==> config.mk <==
export PLATFORM = sky130hd
export DESIGN_NAME = gate_sweep_ctrl_flat
export DESIGN_NICKNAME = d
export VERILOG_FILES = /design/src/rtl/gate_sweep_if.sv /design/src/rtl/gate_sweep_ctrl.sv /design/src/flat_wrapper.sv
export SDC_FILE = /design/constraint.sdc
export NUM_CORES = 1
export LEC_CHECK = 0
export CORE_UTILIZATION = 51
export CTS_BUF_LIST = sky130_fd_sc_hd__clkbuf_4 sky130_fd_sc_hd__clkbuf_8
export CTS_CLUSTER_SIZE = 12
export DETAILED_ROUTE_END_ITERATION = 8
export DONT_BUFFER_PORTS = 1
export HOLD_SLACK_MARGIN = 0.03
export PLACE_DENSITY = 0.68
export SLEW_MARGIN = 20
export SYNTH_ARGS = -nofsm -noshare
export SYNTH_HDL_FRONTEND = slang
export SYNTH_SLANG_ARGS = --single-unit
==> constraint.sdc <==
create_clock -name clk -period 1.75 [get_ports clk]
set_input_delay 0.2625 -clock clk [delete_from_list [all_inputs] [get_ports clk]]
set_output_delay 0.2625 -clock clk [all_outputs]
set_load 0.05 [all_outputs]
==> src/rtl/gate_sweep_if.sv <==
// Bundle between gate_sweep_ctrl and its host plus the gate under test.
// master = controller side, slave = host/gate side.
interface gate_sweep_if #(
    parameter int N_IN = 2
);
    logic                   start;
    logic                   abort;
    logic                   y_in;
    logic                   busy;
    logic                   done;
    logic                   pass;
    logic [N_IN-1:0]        a_vec;
    logic [N_IN-1:0]        fail_idx;
    logic [(1<<N_IN)-1:0]   table_out;

    modport master (
        input  start, abort, y_in,
        output a_vec, busy, done, pass, fail_idx, table_out
    );

    modport slave (
        output start, abort, y_in,
        input  a_vec, busy, done, pass, fail_idx, table_out
    );
endinterface

==> src/rtl/gate_sweep_ctrl.sv <==
// Exhaustive truth-table sweeper for an N_IN-input combinational gate.
// Optional macro GATE_SWEEP_STOP_ON_FAIL_EN: end the sweep at the first mismatching sample.
module gate_sweep_ctrl #(
    parameter int                   N_IN   = 2,
    parameter int                   SETTLE = 4,
    parameter logic [(1<<N_IN)-1:0] EXPECT = 4'b0110
) (
    input  logic         clk,
    input  logic         rst,
    gate_sweep_if.master bus
);
    localparam int                  NV       = 1 << N_IN;
    localparam int                  CNT_W    = (SETTLE > 1) ? $clog2(SETTLE) : 1;
    localparam logic [CNT_W-1:0]    CNT_LAST = CNT_W'(SETTLE - 1);
    localparam logic [N_IN-1:0]     V_LAST   = N_IN'(NV - 1);

    typedef enum logic [1:0] {IDLE, APPLY, DONE} state_t;

    state_t            state_q, state_d;
    logic [N_IN-1:0]   v_q, v_d;
    logic [CNT_W-1:0]  cnt_q, cnt_d;
    logic [NV-1:0]     tbl_q, tbl_d;
    logic              pass_q, pass_d;
    logic [N_IN-1:0]   fidx_q, fidx_d;

    function automatic logic [N_IN-1:0] lowest_set(input logic [NV-1:0] m);
        lowest_set = '0;
        for (int i = NV - 1; i >= 0; i--) begin
            if (m[i]) lowest_set = N_IN'(i);
        end
    endfunction

    always_ff @(posedge clk or posedge rst) begin
        if (rst) begin
            state_q <= IDLE;
            v_q     <= '0;
            cnt_q   <= '0;
            tbl_q   <= '0;
            pass_q  <= 1'b0;
            fidx_q  <= '0;
        end else begin
            state_q <= state_d;
            v_q     <= v_d;
            cnt_q   <= cnt_d;
            tbl_q   <= tbl_d;
            pass_q  <= pass_d;
            fidx_q  <= fidx_d;
        end
    end

    always_comb begin
        state_d = state_q;
        v_d     = v_q;
        cnt_d   = cnt_q;
        tbl_d   = tbl_q;
        pass_d  = pass_q;
        fidx_d  = fidx_q;
        unique case (state_q)
            IDLE: begin
                // abort beats a simultaneous start
                if (bus.start && !bus.abort) begin
                    state_d = APPLY;
                    v_d     = '0;
                    cnt_d   = '0;
                    tbl_d   = '0;
                    pass_d  = 1'b0;
                    fidx_d  = '0;
                end
            end
            APPLY: begin
                if (bus.abort) begin
                    state_d = IDLE;
                    pass_d  = 1'b0;
                end else if (cnt_q == CNT_LAST) begin
                    tbl_d[v_q] = bus.y_in;
                    cnt_d      = '0;
`ifdef GATE_SWEEP_STOP_ON_FAIL_EN
                    if (bus.y_in != EXPECT[v_q]) begin
                        state_d = DONE;
                        pass_d  = 1'b0;
                        fidx_d  = v_q;
                    end else
`endif
                    if (v_q == V_LAST) begin
                        state_d = DONE;
                        pass_d  = (tbl_d == EXPECT);
                        fidx_d  = lowest_set(tbl_d ^ EXPECT);
                    end else begin
                        v_d = v_q + 1'b1;
                    end
                end else begin
                    cnt_d = cnt_q + 1'b1;
                end
            end
            DONE: begin
                state_d = IDLE;
                if (bus.abort) pass_d = 1'b0;
            end
            default: state_d = IDLE;
        endcase
    end

    // Aborting during the DONE cycle swallows the done pulse.
    assign bus.a_vec     = (state_q == APPLY) ? v_q : '0;
    assign bus.busy      = (state_q == APPLY);
    assign bus.done      = (state_q == DONE) && !bus.abort;
    assign bus.pass      = pass_q;
    assign bus.fail_idx  = fidx_q;
    assign bus.table_out = tbl_q;
endmodule
==> src/flat_wrapper.sv <==
// flat-port wrapper written by rule: the top's interface ports become plain ports
module gate_sweep_ctrl_flat 
#(
    parameter int                   N_IN   = 2,
    parameter int                   SETTLE = 4,
    parameter logic [(1<<N_IN)-1:0] EXPECT = 4'b0110
)
  (clk, rst, bus_start, bus_abort, bus_y_in, bus_a_vec, bus_busy, bus_done, bus_pass, bus_fail_idx, bus_table_out);
  gate_sweep_if #(.N_IN(N_IN)) bus_i ();
  input  logic clk;
  input  logic rst;
  input wire logic [$bits(bus_i.start)-1:0] bus_start;
  input wire logic [$bits(bus_i.abort)-1:0] bus_abort;
  input wire logic [$bits(bus_i.y_in)-1:0] bus_y_in;
  output wire logic [$bits(bus_i.a_vec)-1:0] bus_a_vec;
  output wire logic [$bits(bus_i.busy)-1:0] bus_busy;
  output wire logic [$bits(bus_i.done)-1:0] bus_done;
  output wire logic [$bits(bus_i.pass)-1:0] bus_pass;
  output wire logic [$bits(bus_i.fail_idx)-1:0] bus_fail_idx;
  output wire logic [$bits(bus_i.table_out)-1:0] bus_table_out;
  assign bus_i.start = bus_start;
  assign bus_i.abort = bus_abort;
  assign bus_i.y_in = bus_y_in;
  assign bus_a_vec = bus_i.a_vec;
  assign bus_busy = bus_i.busy;
  assign bus_done = bus_i.done;
  assign bus_pass = bus_i.pass;
  assign bus_fail_idx = bus_i.fail_idx;
  assign bus_table_out = bus_i.table_out;
  gate_sweep_ctrl #(.N_IN(N_IN), .SETTLE(SETTLE), .EXPECT(EXPECT)) u_core (.clk(clk), .rst(rst), .bus(bus_i));
endmodule
==> results of run 1 <==
-- metal layers --
| metal | global-route usage (%) | vias to the layer above | share of wire, % |
|---|---|---|---|
| li1 | - | 339 | - |
| met1 | 28.1 | 328 | 48 |
| met2 | 34.2 | 13 | 47 |
| met3 | 3.88 | 2 | 4.6 |
| met4 | 9.38 | 0 | 1.0 |
| met5 | 0 | - | 0 |
-- kinds of logic after synthesis --
| family | share of synthesized area, % |
|---|---|
| DFF | 38.9 |
| AOI/OAI and AO/OA | 23.2 |
| and+or+nand+nor | 17.9 |
| adders and majority gates | 7.47 |
| buffers and inverters | 7.77 |
| muxes | 4.78 |
-- synth_stat cells, types with 2 or more instances --
cell and number:
a211oi_1 2, a32o_1 3, buf_6 2, clkbuf_1 3
dfrtp_1 13, ha_1 5, inv_1 6, mux2i_1 4
nand2_1 4, nand3_1 4, nor2_1 4, nor3b_1 4
o21ai_0 4, o31ai_1 6, o41ai_1 2
-- worst register-to-register path, cell delays in order, from the launching register on --
cell and delay, ns:
dfrtp_1 0.40, inv_1 0.14, ha_1 0.24, mux2i_1 0.27, nand3b_1 0.15, o41ai_1 0.27
-- metrics by stage --
step,instance area (um2),power [mW],setup WS (ns),instances
2_1_floorplan,842,0.472,0.147,84
3_3_place_gp,906,0.496,0.199,105
3_5_place_dp,906,0.501,0.103,105
4_1_cts,946,0.702,0.0916,110
5_1_grt,950,0.732,0.0111,110
6_report,950,0.700,0.102,110
-- registers in the layout, indices dropped and copies added (netlist names) --
name / count
u_core.v_q: 2
u_core.bus.fail_idx: 2
u_core.bus.pass: 1
u_core.bus.table_out: 4
u_core.state_q: 2
u_core.cnt_q: 2
-- final cells by class --
| type | instances | area, um2 |
|---|---|---|
| tap | 16 | 20.0 |
| clock buffer | 4 | 30.0 |
| sequential | 13 | 325 |
| multi-input combinational | 58 | 455 |
| fill | 128 | 574 |
| inverter | 7 | 26.3 |
| timing repair buffer | 12 | 92.6 |
-- report_power, final --
group | leakage [nW] | switching (mW) | internal [mW]
Clock | 0.0184 | 0.0990 | 0.104
Sequential | 0.177 | 0.0349 | 0.322
Combinational | 0.257 | 0.0855 | 0.0554
Total | 0.452 | 0.219 | 0.481
-- timing repair --
action	CTS	global route
hold endpoints to repair	13	0
hold buffers	1	0
resized for setup	0	1
setup endpoints to repair	0	4
setup buffers	0	0
-- how the worst max path moves through the flow --
| stage | endpoint | cells past startpoint |
|---|---|---|
| after floorplan | bus_a_vec[0] | 3 |
| after global placement | u_core.bus.fail_idx[0] | 4 |
| after detailed placement | u_core.bus.fail_idx[0] | 4 |
| after CTS | u_core.bus.fail_idx[0] | 4 |
| after global routing | bus_busy | 4 |
| final | bus_busy | 4 |
==> results.json, run 1 <==
{
  "cp_common_cell": "buf_4",
  "timing.fmax_mhz": 607,
  "fin_skew_ns": 0.00412,
  "grt_overflow_total": 0,
  "n_antenna_cell": 0,
  "critical_path_buf_inv_count": 3,
  "period_needed_ns": 1.65,
  "crit_path_start_kind": "flop",
  "vias": 682,
  "whs_endpoint": "u_core.state_q[1]",
  "grt_pass1_wl_mm": 2.88,
  "grt_antenna_before_repair": 0,
  "timing.hold.ws_ns": 0.0483,
  "cap_violations": 0,
  "grt_pass1_vias": 642,
  "critPathLaunch": "u_core.state_q[0]",
  "cts_tree": "yes",
  "power_density_nw_per_um2": 738,
  "final_antenna_net_count": 0,
  "drive_gt1_share_pct": 24.5,
  "finalNetCount": 105,
  "cp_slowest_stage_delay_ns": 0.46,
  "insertion_delay_ns": 0.27,
  "portBuffers": 0,
  "cp_max_fo": 9,
  "synthFlopType": "dfrtp_1",
  "final_common_cell": "dfrtp_1",
  "power.leakage_nw": 0.452,
  "syn_to_final_growth_pct": 13.5,
  "cts_htree_levels": 1,
  "max-vdd-ir-drop_mv": 0.424,
  "routedWlPerCell_um": 15.7,
  "cts.clk_slew.worst_paths_ns": 0.08,
  "r2r_setup_slack_ns": 0.17,
  "rr_worst_depth": 5,
  "grt_setup_unrepaired": "false",
  "yosysUniqueCellTypes": 33,
  "clockBufferDepth": 2,
  "hp-start": "bus_abort",
  "numCtsBuffers": 3,
  "first_pass_iters": 4,
  "yosysTopAreaCell": "dfrtp_1",
  "fin_util_pct": 62.3,
  "die_w_um": 42.5,
  "cp_cell_sequence": "buf_4, nand2b_2, inv_2, buf_4",
  "grt_util_all_layers_pct": 21.4,
  "ys_seq_area_share_pct": 38.9,
  "netlist_area_um2": 837,
  "vias_per_cell": 6.20,
  "die_h_um": 42.5,
  "core_um2": 1520,
  "first_iter_violations": 7,
  "status": "complete, no violations",
  "synth-edff-count": 0,
  "die_area_um2": 1810,
  "dp_hpwl_mm": 1.30,
  "period_share_pct": 94.1,
  "tightest_slew_ns": 0.535,
  "rows": 14,
  "crit_family": "buffers and inverters",
  "avgSynthCellArea_um2": 9.96,
  "routed_wl_mm": 1.73,
  "setup_viol": 0,
  "worstReg2RegStart": "u_core.v_q[0]",
  "finalHoldViolCount": 0,
  "ys_ff_latch": 13,
  "slew_viol_final": 0,
  "r2r_end": "u_core.bus.pass",
  "synth_nets": 94,
  "drc": 0,
  "arrival_ns": 1.39,
  "timing.critical_path.required_ns": 1.49,
  "synth_top_area_share_pct": 38.9,
  "slew_headroom_pct": 64.4,
  "yosys_warnings": 0,
  "worstSetupEndpointType": "output port",
  "layout_common_cells": "13 x dfrtp_1, 11 x buf_4, 6 x inv_1, 6 x o31ai_1, 5 x ha_1",
  "path_class": "reg2out",
  "clock_sinks": 13,
  "synth.area.top_cells": "dfrtp_1 39%, ha_1 7.5%, o31ai_1 5.4%",
  "synth-async-reset-ratio_pct": 100,
  "cpMaxStageDelayCell": "dfrtp_1",
  "grt_start_max_net_pins": 14,
  "holdCritPathClass": "in2reg",
  "start_util_pct": 54.9,
  "cts_root_buffer": "clkbuf_4",
  "ios": 16,
  "setup_tns_ns": 0,
  "netlist_instances": 84,
  "worstHoldPathCells": 1,
  "place.gp.congestion": 0.874
}
Power figures use the tool's default switching activity.
==> inputs of run 2 (changes only) <==
CAP_MARGIN = 20   (was not set)
PLACE_DENSITY = 0.66   (was 0.68)
==> run 2 against run 1 <==
  * Fmax shrank 0.55%
  * Die area did not move
  * Combinational power is 4% higher
  * Worst hold slack better by 0.012 ns
  * Clock power fell by 2%
  * Sequential power about the same
  * Clock skew decreased by 0.0018 ns
  * Via count up 2.5%
  * Setup slack worse by 0.0090 ns
  * Clock-buffer cell count is the same
  * Critical path depth unchanged
  * Critical path type unchanged
  * Highest routed layer unchanged
==> results.json, run 2 (same netlist as run 1, synthesis figures left out) <==
{
  "timing.fmax_mhz": 604,
  "grt_overflow_total": 0,
  "largest_register_ffs": 4,
  "insertion_delay_ns": 0.27,
  "cap_violations": 0,
  "first_pass_iters": 4,
  "clockBufferDepth": 2,
  "clkPwrFrac_pct": 28.3,
  "grt_util_all_layers_pct": 22.7,
  "crit_path_start_kind": "flop",
  "max-vdd-ir-drop_mv": 0.398,
  "ios": 16,
  "layout_common_cells": "13 x dfrtp_1, 12 x buf_4, 6 x inv_1, 6 x o31ai_1",
  "tightest_slew_ns": 0.533,
  "core_um2": 1520,
  "start_util_pct": 54.9,
  "finalHoldViolCount": 0,
  "timing.critical_path.required_ns": 1.49,
  "clock_sinks": 13,
  "cts_root_buffer": "clkbuf_4",
  "final_common_cell": "dfrtp_1",
  "r2r_end": "u_core.bus.pass",
  "grt_pass1_wl_mm": 3.07,
  "place.gp.congestion": 0.807,
  "rows": 14,
  "cpMaxStageDelayCell": "dfrtp_1",
  "setup_tns_ns": 0,
  "finalNetCount": 106,
  "slew_headroom_pct": 64.5,
  "worstHoldPathCells": 1,
  "drive_gt1_share_pct": 25.3,
  "vias_per_cell": 6.30,
  "cp_common_cell": "buf_4",
  "portBuffers": 0,
  "worstReg2RegStart": "u_core.v_q[0]",
  "die_h_um": 42.5,
  "die_w_um": 42.5,
  "slew_viol_final": 0,
  "p_sw_share_pct": 31.2,
  "internal-power_uw": 485,
  "setup_viol": 0,
  "setup_ws_ns": 0.0933,
  "grt_antenna_before_repair": 0,
  "power.leakage_nw": 0.454,
  "routed_wl_mm": 1.80,
  "r2r_setup_slack_ns": 0.14,
  "cts_tree": "yes",
  "cp_cell_sequence": "buf_4, nand2b_2, inv_2, buf_4",
  "cts.clk_slew.worst_paths_ns": 0.08,
  "arrival_ns": 1.39,
  "cp_max_fo": 8,
  "die_area_um2": 1810,
  "period_share_pct": 94.7,
  "whs_endpoint": "u_core.state_q[1]",
  "grt_start_max_net_pins": 14,
  "routedWlPerCell_um": 16.2,
  "grt_setup_unrepaired": "false",
  "p_comb_share_pct": 20.9,
  "fin_skew_ns": 0.00228,
  "final_antenna_net_count": 0,
  "grt_pass1_vias": 663,
  "path_class": "reg2out",
  "dp_hpwl_mm": 1.35,
  "worstSetupEndpointType": "output port",
  "dp_slack_ns": 0.135,
  "numCtsBuffers": 3,
  "vias": 699,
  "holdCritPathClass": "in2reg",
  "cts_htree_levels": 1,
  "n_antenna_cell": 0,
  "cp_slowest_stage_delay_ns": 0.47,
  "first_iter_violations": 21,
  "rr_worst_depth": 5,
  "hp-start": "bus_abort",
  "power_density_nw_per_um2": 737,
  "status": "complete, no violations",
  "syn_to_final_growth_pct": 14.2,
  "drc": 0,
  "p_switching_uw": 220,
  "p_seq_share_pct": 50.8,
  "period_needed_ns": 1.66
}
[run 2: through the flow]
stage / cell area [um2] / hold slack [ns] / utilization (%) / power, mW / cells
final: 956 / 0.0603 / 62.7 / 0.704 / 111
after global routing: 956 / 0.0550 / 62.7 / 0.737 / 111
after CTS: 953 / 0.0563 / 62.6 / 0.707 / 111
after detailed placement: 913 / 0.206 / 59.9 / 0.508 / 106
after global placement: 913 / 0.206 / 59.9 / 0.503 / 106
after floorplan: 842 / 0.139 / - / 0.472 / 84
[run 2: metal layers]
metal,up-vias,GRT usage (%),wire length (um)
li1,339,-,-
met1,342,29.2,849
met2,16,37.8,865
met3,2,3.45,64
met4,0,9.38,19
met5,-,0,0
[run 2: final cells by class]
class | count | area, um2
sequential | 13 | 325
inverter | 7 | 26.3
fill | 130 | 568
tap | 16 | 20.0
timing repair buffer | 13 | 100
multi-input combinational | 58 | 454
clock buffer | 4 | 30.0
[run 2: power groups by stage]
stage,combinational [mW],sequential (mW),clock (mW)
after global routing,0.162,0.360,0.214
after global placement,0.141,0.362,0
after detailed placement,0.144,0.363,0
final,0.147,0.357,0.199
after CTS,0.146,0.357,0.204
after floorplan,0.104,0.369,0
[run 2: critical path, delay by kind of cell, from the launching register on]
kind | cells | cell delay [ns]
and+or+nand+nor | 1 | 0.11
DFF | 1 | 0.47
buffers and inverters | 3 | 0.54
[run 2: worst max path at each step]
stage                 startpoint                endpoint  slack [ns]  cells after the start
6_report       u_core.state_q[0]                bus_busy        0.09                      4
5_1_grt        u_core.state_q[0]                bus_busy        0.02                      4
4_1_cts        u_core.state_q[0]                bus_busy        0.09                      4
3_5_place_dp       u_core.v_q[0]  u_core.bus.fail_idx[1]        0.14                      4
3_3_place_gp       u_core.v_q[0]  u_core.bus.fail_idx[0]        0.22                      4
2_1_floorplan  u_core.state_q[1]            bus_a_vec[0]        0.15                      3
[run 2: what timing repair did]
action	CTS	global route
hold buffers	1	0
setup endpoints to repair	0	1
resized for setup	0	1
endpoints found under the hold margin	13	0
setup buffers	0	0
==> inputs of run 3 (changes only) <==
GPL_TIMING_DRIVEN = 0   (was not set)
==> run 3 against run 2 <==
  * The run now ends with setup timing left
  * Setup slack worse by 0.11 ns
  * Highest routed layer unchanged
  * Combinational power down 9.5%
  * Clock power increased by 7%
  * First-iteration DRC count down 29%
  * Largest cell class unchanged
  * Utilization down 2.8 points
  * Die area unchanged
  * Clock skew shrank 0.0014 ns
  * Fmax decreased by 6.2%
==> results.json, run 3 (same netlist as run 1, synthesis figures left out) <==
{
  "vias_per_cell": 6.53,
  "portBuffers": 0,
  "grt_setup_unrepaired": "true",
  "grt_start_max_net_pins": 14,
  "fin_skew_ns": 0.000855,
  "period_share_pct": 101,
  "die_h_um": 42.5,
  "finalHoldViolCount": 0,
  "worstHoldPathCells": 2,
  "clock_sinks": 13,
  "n_antenna_cell": 0,
  "timing.critical_path.required_ns": 1.49,
  "holdCritPathClass": "in2reg",
  "fin_util_pct": 59.9,
  "cp_max_fo": 10,
  "drc": 0,
  "die_w_um": 42.5,
  "violations": "setup timing",
  "cts.clk_slew.worst_paths_ns": 0.08,
  "cpMaxStageDelayCell": "nor2_2",
  "rr_worst_depth": 4,
  "crit_path_start_kind": "flop",
  "critical_path_buf_inv_count": 1,
  "setup_ws_ns": -0.0157,
  "routed_wl_mm": 1.82,
  "cp.depth": 3,
  "timing.fmax_mhz": 566,
  "finalNetCount": 99,
  "core_um2": 1520,
  "setup_viol": 2,
  "numCtsBuffers": 3,
  "first_iter_violations": 15,
  "worstSetupEndpointType": "output port",
  "layout_common_cells": "13 x dfrtp_1, 6 x inv_1, 6 x o31ai_1",
  "grt_pass1_vias": 668,
  "grt_overflow_total": 0,
  "grt_antenna_before_repair": 0,
  "nFillCells": 135,
  "largest_register_ffs": 4,
  "start_util_pct": 54.9,
  "dp_hpwl_mm": 1.30,
  "final_antenna_net_count": 0,
  "arrival_ns": 1.50,
  "tightest_slew_ns": 0.699,
  "cap_violations": 0,
  "power.leakage_nw": 0.415,
  "drive_gt1_share_pct": 20.5,
  "final_common_cell": "dfrtp_1",
  "first_pass_iters": 4,
  "cts_root_buffer": "clkbuf_4",
  "timing.hold.ws_ns": 0.268,
  "power_density_nw_per_um2": 782,
  "cp_cell_sequence": "buf_6, nand2b_2, nor2_2",
  "cp_slowest_stage_delay_ns": 0.46,
  "grt_util_all_layers_pct": 23.2,
  "max-vdd-ir-drop_mv": 0.489,
  "vias": 679,
  "cts_tree": "yes",
  "syn_to_final_growth_pct": 9.12,
  "clockBufferDepth": 2,
  "period_needed_ns": 1.77,
  "slew_viol_final": 0,
  "place.gp.congestion": 0.767,
  "slew_headroom_pct": 52.0,
  "status": "finished, violations left",
  "grt_pass1_wl_mm": 3.13,
  "routedWlPerCell_um": 17.5,
  "rows": 14,
  "ios": 16,
  "cts_htree_levels": 1,
  "path_class": "reg2out",
  "crit_family": "simple AND/OR/NAND/NOR gates",
  "insertion_delay_ns": 0.28,
  "die_area_um2": 1810
}
-- run 3: cell types whose count changed in the layout (fill, tap and decap cells not counted) --
cell,previous run,this run
buf_4,12,0
nor2_2,0,2
nor3b_2,1,0
buf_2,0,2
nor2_1,4,2
buf_6,0,2
clkbuf_1,0,1
nor3b_4,0,1
-- run 3: cell type report --
cell class | count | area (um2) | share of cell area [%]
multi-input cells | 58 | 465 | 51.0
flip-flops and latches | 13 | 325 | 35.6
plain buffers | 5 | 36.3 | 3.97
clock buffers | 4 | 30.0 | 3.29
inverters | 7 | 26.3 | 2.88
well taps | 16 | 20.0 | 2.19
repair buffers | 1 | 10.0 | 1.10
-- run 3: metrics by stage --
stage	area [um2]	worst slack, ns	instances	TNS [ns]	power [mW]
final	913	-0.0157	104	-0.0314	0.714
after floorplan	842	0.147	84	0	0.472
after CTS	915	-0.0176	105	-0.0351	0.714
after global routing	913	-0.0407	104	-0.142	0.742
after detailed placement	862	0.0508	100	0	0.502
after global placement	862	0.0597	100	0	0.494
-- run 3: per-layer routing --
metal	global-route usage, %	part of all wire, %	vias up	wire length (um)
met3	3.02	3.6	5	66
met1	30.9	48	334	864
met2	37.8	47	15	852
met4	9.38	2.0	0	36
li1	-	-	325	-
met5	0	0	-	0
-- run 3: power by group --
group,leakage (nW),internal (mW),switching [mW]
registers,0.177,0.322,0.0465
clock network,0.0184,0.104,0.109
logic,0.219,0.0488,0.0845
-- run 3: timing repair --
action / 4_1_cts / 5_1_grt
hold endpoints to repair: 13 / 0
gates resized for setup: 4 / 2
hold buffers: 1 / 0
setup buffers: 0 / 0
endpoints found under the setup margin: 3 / 6
pin swaps: 1 / 1
gates cloned: 0 / 0
-- run 3: worst paths after layout --
check / slack, ns / start / end
worst max-delay path: -0.02 / u_core.state_q[1] / bus_a_vec[1]
worst min-delay path: 0.27 / bus_abort / u_core.state_q[1]
worst max register to register: 0.04 / u_core.cnt_q[0] / u_core.bus.fail_idx[1]
worst min register to register: 0.55 / u_core.cnt_q[0] / u_core.cnt_q[0]
max in group asynchronous: 0.95 / rst / u_core.bus.pass
min in group asynchronous: 0.45 / rst / u_core.v_q[1]
-- run 3: worst register-to-register path: cells and delay by family, from the launching register on --
kind / cells / cell delay (ns)
multiplexers: 1 / 0.59
flip-flops: 1 / 0.41
adder cells (fa/ha/maj): 1 / 0.27
AND/OR/NAND/NOR: 1 / 0.26
AO/OA/AOI/OAI: 1 / 0.07
